[src/rtl/reset_sequencer.sv]
// Staggered multi-domain reset generator with free-running clock-enable divider.
// Optional watchdog restart is compiled in with `define RESET_SEQ_WATCHDOG_EN.
module reset_sequencer #(
  parameter int CYCLES      = 20,
  parameter int NUM_DOMAINS = 2,
  parameter int STAGE_GAP   = 4,
  parameter int CLK_DIV     = 2,
  parameter int WDT_CYCLES  = 1000000
) (
  input  logic                   clk,
  input  logic                   reset,
  input  logic                   soft_reset_req,
  input  logic                   wdt_kick,
  output logic                   clk_en_o,
  output logic [NUM_DOMAINS-1:0] reset_o,
  output logic                   busy,
  output logic                   done_pulse,
  output logic                   wdt_fired
);

  localparam int CNT_MAX = (CYCLES > STAGE_GAP) ? CYCLES : STAGE_GAP;
  localparam int CNT_W   = $clog2(CNT_MAX + 1);
  localparam int DOM_W   = (NUM_DOMAINS > 1) ? $clog2(NUM_DOMAINS) : 1;
  localparam int DIV_W   = (CLK_DIV > 1) ? $clog2(CLK_DIV) : 1;

  typedef enum logic [1:0] {
    HOLD    = 2'd0,
    STAGGER = 2'd1,
    RUN     = 2'd2
  } state_t;

  state_t                 state_reg = HOLD;
  state_t                 state_next;
  logic [CNT_W-1:0]       count_reg = '0;
  logic [CNT_W-1:0]       count_next;
  logic [DOM_W-1:0]       dom_reg   = '0;
  logic [DOM_W-1:0]       dom_next;
  logic [NUM_DOMAINS-1:0] rst_reg   = '1;
  logic [NUM_DOMAINS-1:0] rst_next;
  logic                   busy_reg  = 1'b1;
  logic                   busy_next;
  logic                   done_reg  = 1'b0;
  logic                   done_next;
  logic [DIV_W-1:0]       div_reg   = '0;
  logic                   en_reg    = 1'b0;
  logic                   wdt_expire;
  logic                   restart;

  assign restart = soft_reset_req | wdt_expire;

  always_comb begin
    state_next = state_reg;
    count_next = count_reg;
    dom_next   = dom_reg;
    rst_next   = rst_reg;
    busy_next  = busy_reg;
    done_next  = 1'b0;
    case (state_reg)
      HOLD: begin
        count_next = count_reg + CNT_W'(1);
        if (count_reg == CNT_W'(CYCLES - 1)) begin
          rst_next[0] = 1'b0;
          count_next  = '0;
          dom_next    = DOM_W'(1);
          if (NUM_DOMAINS == 1) begin
            state_next = RUN;
            busy_next  = 1'b0;
            done_next  = 1'b1;
          end else begin
            state_next = STAGGER;
          end
        end
      end
      STAGGER: begin
        count_next = count_reg + CNT_W'(1);
        if (count_reg == CNT_W'(STAGE_GAP - 1)) begin
          // dom_reg always names the lowest still-held domain, so releases stay ordered
          count_next        = '0;
          rst_next[dom_reg] = 1'b0;
          dom_next          = dom_reg + DOM_W'(1);
          if (dom_reg == DOM_W'(NUM_DOMAINS - 1)) begin
            state_next = RUN;
            busy_next  = 1'b0;
            done_next  = 1'b1;
          end
        end
      end
      RUN: begin
        rst_next  = '0;
        busy_next = 1'b0;
      end
      default: begin
        state_next = HOLD;
        count_next = '0;
        dom_next   = '0;
        rst_next   = '1;
        busy_next  = 1'b1;
      end
    endcase
    // A restart overrides whatever the sequence was about to do, including a final release
    if (restart) begin
      state_next = HOLD;
      count_next = '0;
      dom_next   = '0;
      rst_next   = '1;
      busy_next  = 1'b1;
      done_next  = 1'b0;
    end
  end

  always_ff @(posedge clk) begin
    if (reset) begin
      state_reg <= HOLD;
      count_reg <= '0;
      dom_reg   <= '0;
      rst_reg   <= '1;
      busy_reg  <= 1'b1;
      done_reg  <= 1'b0;
    end else begin
      state_reg <= state_next;
      count_reg <= count_next;
      dom_reg   <= dom_next;
      rst_reg   <= rst_next;
      busy_reg  <= busy_next;
      done_reg  <= done_next;
    end
  end

  // Divider phase is tied to hard reset only, so soft restarts never disturb it
  always_ff @(posedge clk) begin
    if (reset) begin
      div_reg <= '0;
      en_reg  <= 1'b0;
    end else begin
      en_reg  <= (div_reg == DIV_W'(CLK_DIV - 1));
      div_reg <= (div_reg == DIV_W'(CLK_DIV - 1)) ? '0 : div_reg + DIV_W'(1);
    end
  end

`ifdef RESET_SEQ_WATCHDOG_EN
  localparam int WDT_W = $clog2(WDT_CYCLES + 1);

  logic [WDT_W-1:0] wdt_cnt_reg   = '0;
  logic             wdt_fired_reg = 1'b0;

  // A kick on the expiry cycle keeps the system alive
  assign wdt_expire = (state_reg == RUN) && !wdt_kick &&
                      (wdt_cnt_reg == WDT_W'(WDT_CYCLES - 1));

  always_ff @(posedge clk) begin
    if (reset) begin
      wdt_cnt_reg   <= '0;
      wdt_fired_reg <= 1'b0;
    end else begin
      if (state_reg != RUN || wdt_kick || wdt_expire || soft_reset_req)
        wdt_cnt_reg <= '0;
      else
        wdt_cnt_reg <= wdt_cnt_reg + WDT_W'(1);
      if (wdt_expire)
        wdt_fired_reg <= 1'b1;
    end
  end

  assign wdt_fired = wdt_fired_reg;
`else
  logic unused_kick;
  assign unused_kick = wdt_kick;
  assign wdt_expire  = 1'b0;
  assign wdt_fired   = 1'b0;
`endif

  assign reset_o    = rst_reg;
  assign busy       = busy_reg;
  assign done_pulse = done_reg;
  assign clk_en_o   = en_reg;

endmodule

[config.mk]
export PLATFORM = sky130hd
export DESIGN_NAME = reset_sequencer
export DESIGN_NICKNAME = d
export VERILOG_FILES = /design/src/rtl/reset_sequencer.sv
export SDC_FILE = /design/constraint.sdc
export NUM_CORES = 1
export LEC_CHECK = 0
export BUFFER_PORTS_ARGS = -buffer_cell sky130_fd_sc_hd__buf_2
export CAP_MARGIN = 20
export CORE_MARGIN = 1.5
export CORE_UTILIZATION = 45
export DETAILED_ROUTE_END_ITERATION = 16
export GPL_ROUTABILITY_DRIVEN = 0
export PLACE_DENSITY = 0.65
export RECOVER_POWER = 25
export SLEW_MARGIN = 20
export SYNTH_ARGS = -nofsm -noshare
export SYNTH_HDL_FRONTEND = slang
export SYNTH_SLANG_ARGS = --single-unit
[constraint.sdc]
create_clock -name clk -period 4.9 [get_ports clk]
set_clock_uncertainty 0.05 [all_clocks]
set_input_delay 0.245 -clock clk [delete_from_list [all_inputs] [get_ports clk]]
set_output_delay 0.245 -clock clk [all_outputs]
set_load 0.005 [all_outputs]
==> results of run 1 <==
[routing by layer]
layer / vias up / wire length, um
met2: 12 / 469
met5: - / 0
met4: 0 / 14
met1: 253 / 628
met3: 2 / 56
li1: 299 / -
[final timing paths]
path	end	slack [ns]	cells after the start
worst max-delay path	dom_reg$_SDFFE_PP0P_	2.95	6
worst min-delay path	div_reg$_SDFF_PP0_	0.1	2
worst max register to register	dom_reg$_SDFFE_PP0P_	2.95	6
worst min register to register	div_reg$_SDFF_PP0_	0.35	1
[layout make-up]
| type | instances | area [um^2] | share of cell area (%) |
|---|---|---|---|
| multi-input cells | 61 | 378 | 50.0 |
| flip-flops and latches | 14 | 280 | 37.1 |
| clock buffers | 4 | 36.3 | 4.80 |
| repair buffers | 7 | 35.0 | 4.64 |
| well taps | 15 | 18.8 | 2.48 |
| inverters | 2 | 7.51 | 0.993 |
[report_power, final]
| group | switching [uW] | total (uW) | internal (uW) | leakage [uW] |
|---|---|---|---|---|
| registers | 1.05 | 117 | 115 | 0.000114 |
| logic | 3.81 | 6.66 | 2.85 | 0.000139 |
| clock network | 38.0 | 83.2 | 45.2 | 0.0000210 |
[worst register-to-register path, cell delays in order, from the launching register on]
cell	delay (ns)
dfxtp_1	0.33
inv_1	0.09
ha_1	0.29
mux2i_1	0.11
a31oi_1	0.64
o21ai_0	0.21
a21oi_2	0.17
[metrics by stage]
step	power, uW	std cells	cell area, um^2	hold slack [ns]	setup slack, ns
2_1_floorplan	124	81	692	0.267	3.27
3_3_place_gp	126	99	719	0.336	3.01
3_5_place_dp	126	99	719	0.343	3.01
4_1_cts	209	103	756	0.0915	2.97
5_1_grt	215	103	756	0.0983	2.75
6_report	206	103	756	0.0971	2.95
[cell usage in the layout (no fill, tap or decap), types with 2 or more instances in the layout]
cell type  instances
nor2b_1            3
o31ai_1            3
a31oi_1            2
nor2_1             9
a21o_1             2
nand3b_1           3
o21ai_0            2
nand2_1            8
ha_1               5
inv_1              2
buf_2              7
nor4_1             2
dfxtp_1           14
clkbuf_4           3
a21oi_1            9
[kinds of logic after synthesis]
| group | after synthesis | synth area share (%) |
|---|---|---|
| fa+ha+maj | 5 | 9.04 |
| compound gates | 20 | 17.2 |
| buf+inv | 6 | 4.88 |
| other cells | 1 | 0.542 |
| flops | 14 | 40.5 |
| simple gates | 34 | 26.4 |
| mux | 1 | 1.45 |
==> key figures, run 1 <==
Clocking
  • Htree depth: 1
  • Clk_lat worst skew: between 0.2 and 0.3 ns
  • Setup bufs post-CTS: 0
  • Reg clk slew, reported paths: ~0.080 ns
  • Post-CTS sizing: 0
  • Root Buffer: clkbuf_4
  • Cts bufs inserted: 3
  • Clock sinks: 14
  • CTS tree: done
  • Hold Buf Count CTS: 0
  • CTS Buffer Depth: 2

Final layout
  • Final net count: between 90 and 100
  • Layout cell share with drive strength beyond 1: ~15%
  • # diodes: 0
  • Number of flip-flops in the largest register: 5
  • Core Util, Final: 55.3%
  • Fill cells: between 100 and 150
  • P&R area growth vs syn: 9.22%

Place
  • Dpl hpwl: about 820 um
  • IO buf count: 7

Synth
  • EDFF count, synth: 0
  • FFs w/ async S/R, synth: 0%
  • Net count after synthesis: 90
  • Dominant synthesized flop cell: dfxtp_1
  • Post-Synthesis Cells: 81
  • Most common cell in the netlist: dfxtp_1
  • Synth Cell Area: 692 um^2
  • Register area share after synthesis: between 40 and 50%
  • Area contributors post-synth: dfxtp_1 41%, ha_1 9.0%, a21oi_1 6.5%
  • Synth cell count leaders: 14 x dfxtp_1, 9 x a21oi_1, 9 x nor2_1
  • Synth Register Bits: 14
  • Netlist cell types: 29
  • Warnings, synthesis: 0
  • Average size of a mapped cell: between 8 and 9 um^2
  • Leading area contributor after synthesis: dfxtp_1
  • Synth top area share: 40.5%

Power
  • Power Density: 273 nW/um^2
  • Pleak: 0.000274 uW
  • Max rail drop VDD: 0.188 mV

GRT
  • Met3 usage: roughly 7.8%
  • Global-route wire length before repair: 1940 um
  • GR Layer Usage met2: 19.4%
  • Total gr overflow: 0
  • Busiest grt layer: met1
  • Vias in the first global route: 440
  • M1 GR Usage: approximately a fifth
  • Total Routing Usage GR: between 10% and 20%
  • Largest net degree at the start of global routing: 15
  • Initial antenna violation count: 0

Critical path
  • R2r startpoint: state_reg[1]$_SDFFE_PP0P_
  • Buf/Inv on CP: 1
  • Worst path slowest cell: a31oi_1
  • Critical path class: flip-flop to flip-flop
  • WP data arrival: around 2.1 ns
  • Critical path capture point type: flip-flop
  • Worst setup path startpoint: state_reg[1]$_SDFFE_PP0P_
  • Critical path required time: roughly 5.1 ns
  • Slowest stage delay, CP: between 0.6 and 0.7 ns
  • Crit Path Max Fanout: 11
  • Cells along the critical path: inv_1, ha_1, mux2i_1, a31oi_1, o21ai_0, a21oi_2
  • Startpoint types: flip-flop
  • Top Family by Delay on Critical Path: compound AO/OA/AOI/OAI gates

Floorplanning
  • X dimension of the die: approximately 42 um
  • Core Region: around 1400 um^2
  • Die Y: 42.2 um
  • Io pins: 10
  • Site Rows: 13
  • Die area: around 1800 um^2
  • Initial Util: 50.6%

Routing
  • Drc violations: 0
  • Final WL: approximately 1200 um
  • Via count: 566
  • 1st-iter DRT viols: 19
  • Vias/cell: ~5.5
  • Initial DRT Pass Iterations: 4
  • Routed wire length per instance: ~11 um
  • Final ANT Viol Nets: 0

Hold path
  • Worst hold start: reset
  • Hold crit path type: input pin to flip-flop

Timing
  • Final worst-path cycle share: between 30% and 40%
  • Slew @ Worst Pin: 0.811 ns
  • Fmax: a little over 0.5 GHz
  • Final setup viols: 0
  • Total Negative Setup Slacks: 0 ns
  • RSZ-0062 raised after global routing: false
  • Final hold vios: 0
  • Fin crit period: 1.95 ns
  • Slew margin rel.: 45.7%
  • Max-slew violations: 0

Job
  • Max cap viols: 0

Outcome
  • Status: complete, no violations
Power figures use the tool's default switching activity.
==> run 2, diff against run 1 <==
--- a/config.mk
+++ b/config.mk
@@ -5,13 +5,13 @@
 export SDC_FILE = /design/constraint.sdc
 export NUM_CORES = 1
 export LEC_CHECK = 0
+export ABC_AREA = 1
 export BUFFER_PORTS_ARGS = -buffer_cell sky130_fd_sc_hd__buf_2
 export CAP_MARGIN = 20
 export CORE_MARGIN = 1.5
 export CORE_UTILIZATION = 45
 export DETAILED_ROUTE_END_ITERATION = 16
 export GPL_ROUTABILITY_DRIVEN = 0
-export PLACE_DENSITY = 0.65
 export RECOVER_POWER = 25
 export SLEW_MARGIN = 20
 export SYNTH_ARGS = -nofsm -noshare
==> constraint.sdc (replaced) <==
create_clock -name clk -period 2 [get_ports clk]
set_clock_uncertainty 0.05 [all_clocks]
set_input_delay 0.1 -clock clk [delete_from_list [all_inputs] [get_ports clk]]
set_output_delay 0.1 -clock clk [all_outputs]
set_load 0.005 [all_outputs]
==> key figures, run 2 <==
Outcome
  • Status: complete, no violations

Final layout
  • Layout cell share with drive strength beyond 1: 20.0% (+5.2 points)
  • Finished Cell Area: 811 um^2 (+7.3%)
  • Number of flip-flops in the largest register: 5 (unchanged)
  • Commonest non-fill, non-tap cell in the layout: nand2_1
  • Commonest cells after routing, fill and taps aside: 17 x nand2_1, 15 x inv_1, 14 x dfxtp_1, 8 x nor2_1, 7 x a21oi_1
  • # diodes: 0 (unchanged)
  • Core Util, Final: 53.8% (-1.5 points)
  • Fill cells: 150 (+4.9%)
  • Final net count: 115 (+17%)
  • P&R area growth vs syn: 12.5%

Hold path
  • Worst hold start: soft_reset_req
  • Hold crit path type: input pin to flip-flop
  • Hold Path Cell Cnt: 3 (+1)
  • Hold path endpoint: busy$_SDFFE_PP1P_

Floorplanning
  • X dimension of the die: 43.0 um (+1.9%)
  • Io pins: 10 (unchanged)
  • Initial Util: 47.8% (-2.8 points)
  • Core Region: 1510 um^2 (+10%)
  • Site Rows: 14 (+1)
  • Die Y: 43.0 um (+1.9%)
  • Die area: 1850 um^2 (+3.9%)

Power
  • Sequential Power Share: 56.0% (-0.5 points)
  • Pint: 401 uW (+150%)
  • Clock Power Share: 40.4% (about the same)
  • Net switching power: 109 uW (+150%)
  • Max rail drop VDD: 0.362 mV (+93%)
  • Final Total Pwr: 510 uW (+150%)
  • Comb power frac: 3.6% (+0.4 points)
  • Switching share of power: 21.3% (+0.59 points)
  • Power Density: 629 nW/um^2 (+130%)
  • Pleak: 0.000343 uW (+25%)

Synth
  • Largest family of logic cells by synthesized area: simple AND/OR/NAND/NOR gates
  • Area contributors post-synth: dfxtp_1 39%, nand2_1 8.9%, ha_1 8.7%
  • Netlist cell types: 24 (-17%)
  • Post-synthesis xor/xnor area fraction: 1.22% (+1.2 points)
  • Net count after synthesis: 103 (+14%)
  • Register area share after synthesis: 38.9% (-1.6 points)
  • Synth Cell Area: 721 um^2 (+4.2%)
  • Warnings, synthesis: 0 (unchanged)
  • FFs w/ async S/R, synth: 0% (unchanged)
  • Post-Synth Adder-Cell Area: 8.68% (-0.36 points)
  • Multiplexer share of the synthesized area: 0% (-1.4 points)
  • Average size of a mapped cell: 7.67 um^2 (-10%)
  • Synth Register Bits: 14 (unchanged)
  • Synth cell count leaders: 17 x nand2_1, 15 x inv_1, 14 x dfxtp_1
  • EDFF count, synth: 0 (unchanged)
  • Post-synthesis simple-gate area fraction: 31.9% (+5.5 points)
  • Post-Synthesis Cells: 94 (+16%)
  • Dominant synthesized flop cell: dfxtp_1
  • Compound-Gate Fraction of Synth Area: 9.38% (-7.8 points)
  • Leading area contributor after synthesis: dfxtp_1
  • Synth top area share: 38.9% (-1.6 points)
  • Most common cell in the netlist: nand2_1

Routing
  • Via count: 592 (+4.6%)
  • Final WL: 1280 um (+9.7%)
  • Final ANT Viol Nets: 0 (unchanged)
  • Drc violations: 0 (unchanged)
  • Vias/cell: 4.89 (-11%)
  • 1st-iter DRT viols: 13 (-6)
  • Initial DRT Pass Iterations: 4 (unchanged)
  • Routed wire length per instance: 10.6 um (-6.6%)

Clocking
  • Post-CTS sizing: 0 (unchanged)
  • Clock sinks: 14 (unchanged)
  • Reg clk slew, reported paths: 0.09 ns (about the same)
  • Htree depth: 1 (unchanged)
  • CTS tree: done
  • Clk_lat worst skew: 0.28 ns (about the same)
  • CTS Buffer Depth: 2 (unchanged)
  • Root Buffer: clkbuf_4
  • Cts bufs inserted: 3 (unchanged)

Critical path
  • Crit Path Max Fanout: 7 (-4)
  • Most used cell, CP: a21oi_1
  • Top Family by Delay on Critical Path: flip-flops
  • Buf/Inv on CP: 1 (unchanged)
  • R2r setup slk: 0.54 ns (-2.42 ns)
  • Slowest stage delay, CP: 0.38 ns (-0.26 ns)
  • Worst r2r path cells: 7 (+1)
  • R2r startpoint: state_reg[0]$_SDFFE_PP0P_
  • Critical path class: flip-flop to flip-flop
  • Critical path required time: 2.17 ns (-2.90 ns)
  • Startpoint types: flip-flop
  • Critical path capture point type: flip-flop
  • WP data arrival: 1.64 ns (-0.48 ns)
  • Cells along the critical path: inv_1, ha_1, nor2_2, nand3_1, a21oi_1, o21ai_1, a21oi_1
  • RR Endpoint: count_reg[4]$_SDFFE_PP0N_
  • Worst path slowest cell: dfxtp_1

GRT
  • Largest net degree at the start of global routing: 9 (-6)
  • Initial antenna violation count: 0 (unchanged)
  • Total gr overflow: 0 (unchanged)
  • Vias in the first global route: 518 (+18%)
  • Global-route wire length before repair: 2240 um (+15%)
  • Total Routing Usage GR: 16.7% (+2.2 points)

Timing
  • Total Negative Setup Slacks: 0 ns (unchanged)
  • RSZ-0062 raised after global routing: false
  • Final hold vios: 0 (unchanged)
  • Fmax: 0.683 GHz (+33%)
  • Fin crit period: 1.46 ns (-0.484 ns)
  • Hold_ws: 0.0245 ns (-0.0726 ns)
  • Max-slew violations: 0 (unchanged)
  • Final setup viols: 0 (unchanged)
  • Final worst-path cycle share: 73.2% (+33 points)

Place
  • Placed inst area: 768 um^2 (+6.8%)
  • Dpl hpwl: 973 um (+19%)
  • IO buf count: 7 (unchanged)

Job
  • Max cap viols: 0 (unchanged)
-- run 2: cell count changes after synthesis, moves of 3 or more --
cell,delta
o31ai_1,-3
nor2_2,+3
nand3_2,+3
inv_1,+13
nand2_1,+9
nand3b_1,-3
nand3_1,+5
nor2b_1,-3
-- run 2: worst max-delay path by stage --
stage / to / slack [ns] / startpoint / cells past startpoint
3_3_place_gp: count_reg[2]$_SDFFE_PP0N_ / 0.55 / state_reg[0]$_SDFFE_PP0P_ / 6
5_1_grt: count_reg[4]$_SDFFE_PP0N_ / 0.37 / state_reg[0]$_SDFFE_PP0P_ / 7
6_report: count_reg[4]$_SDFFE_PP0N_ / 0.54 / state_reg[0]$_SDFFE_PP0P_ / 7
2_1_floorplan: count_reg[4]$_SDFFE_PP0N_ / 0.70 / state_reg[0]$_SDFFE_PP0P_ / 7
4_1_cts: count_reg[4]$_SDFFE_PP0N_ / 0.53 / state_reg[0]$_SDFFE_PP0P_ / 7
3_5_place_dp: count_reg[4]$_SDFFE_PP0N_ / 0.54 / state_reg[0]$_SDFFE_PP0P_ / 7
-- run 2: what timing repair did --
item	4_1_cts	5_1_grt
buffers inserted	0	0
hold buffers	1	0
endpoints found under the hold margin	2	0
-- run 2: worst min-delay path: cells and delay by family --
kind / cells / cell delay (ns)
buffers and inverters: 1 / 0.08
AO/OA/AOI/OAI: 1 / 0.08
AND/OR/NAND/NOR: 1 / 0.05
-- run 2: per-layer routing --
metal  track usage, %  vias up  part of all wire, %
met5                0        -                    0
met2             23.0        6                   45
met1             22.3      264                   49
met4             10.9        0                  2.7
met3             5.11        5                  2.4
li1                 -      317                    -
-- run 2: area by class of cell --
cell class	count	area, um^2	area share (%)
clock buffer	4	36.3	4.48
multi-input combinational	63	373	46.0
tap	16	20.0	2.47
timing repair buffer	8	41.3	5.09
inverter	16	60.1	7.41
sequential	14	280	34.6
-- run 2: cells by family (layout without fill, tap and decap cells) --
| family | count (synthesis) | count (layout) |
|---|---|---|
| buffers and inverters | 17 | 28 |
| AO/OA/AOI/OAI | 12 | 12 |
| flip-flops | 14 | 14 |
| other | 1 | 1 |
| XOR/XNOR | 1 | 1 |
| adder cells (fa/ha/maj) | 5 | 5 |
| AND/OR/NAND/NOR | 44 | 44 |
-- run 2: metrics by stage --
| stage | worst slack [ns] | std cells |
|---|---|---|
| finish | 0.535 | 121 |
| global route | 0.368 | 121 |
| CTS | 0.525 | 121 |
| detailed placement | 0.543 | 116 |
| global placement | 0.552 | 116 |
| floorplan | 0.700 | 94 |
-- run 2: power by group through the flow --
stage	Combinational, uW	Clock, uW	Sequential [uW]
floorplan	12.3	0	292
detailed placement	17.5	0	292
finish	18.3	206	286
global placement	17.4	0	292
CTS	19.2	210	285
global route	21.6	227	286
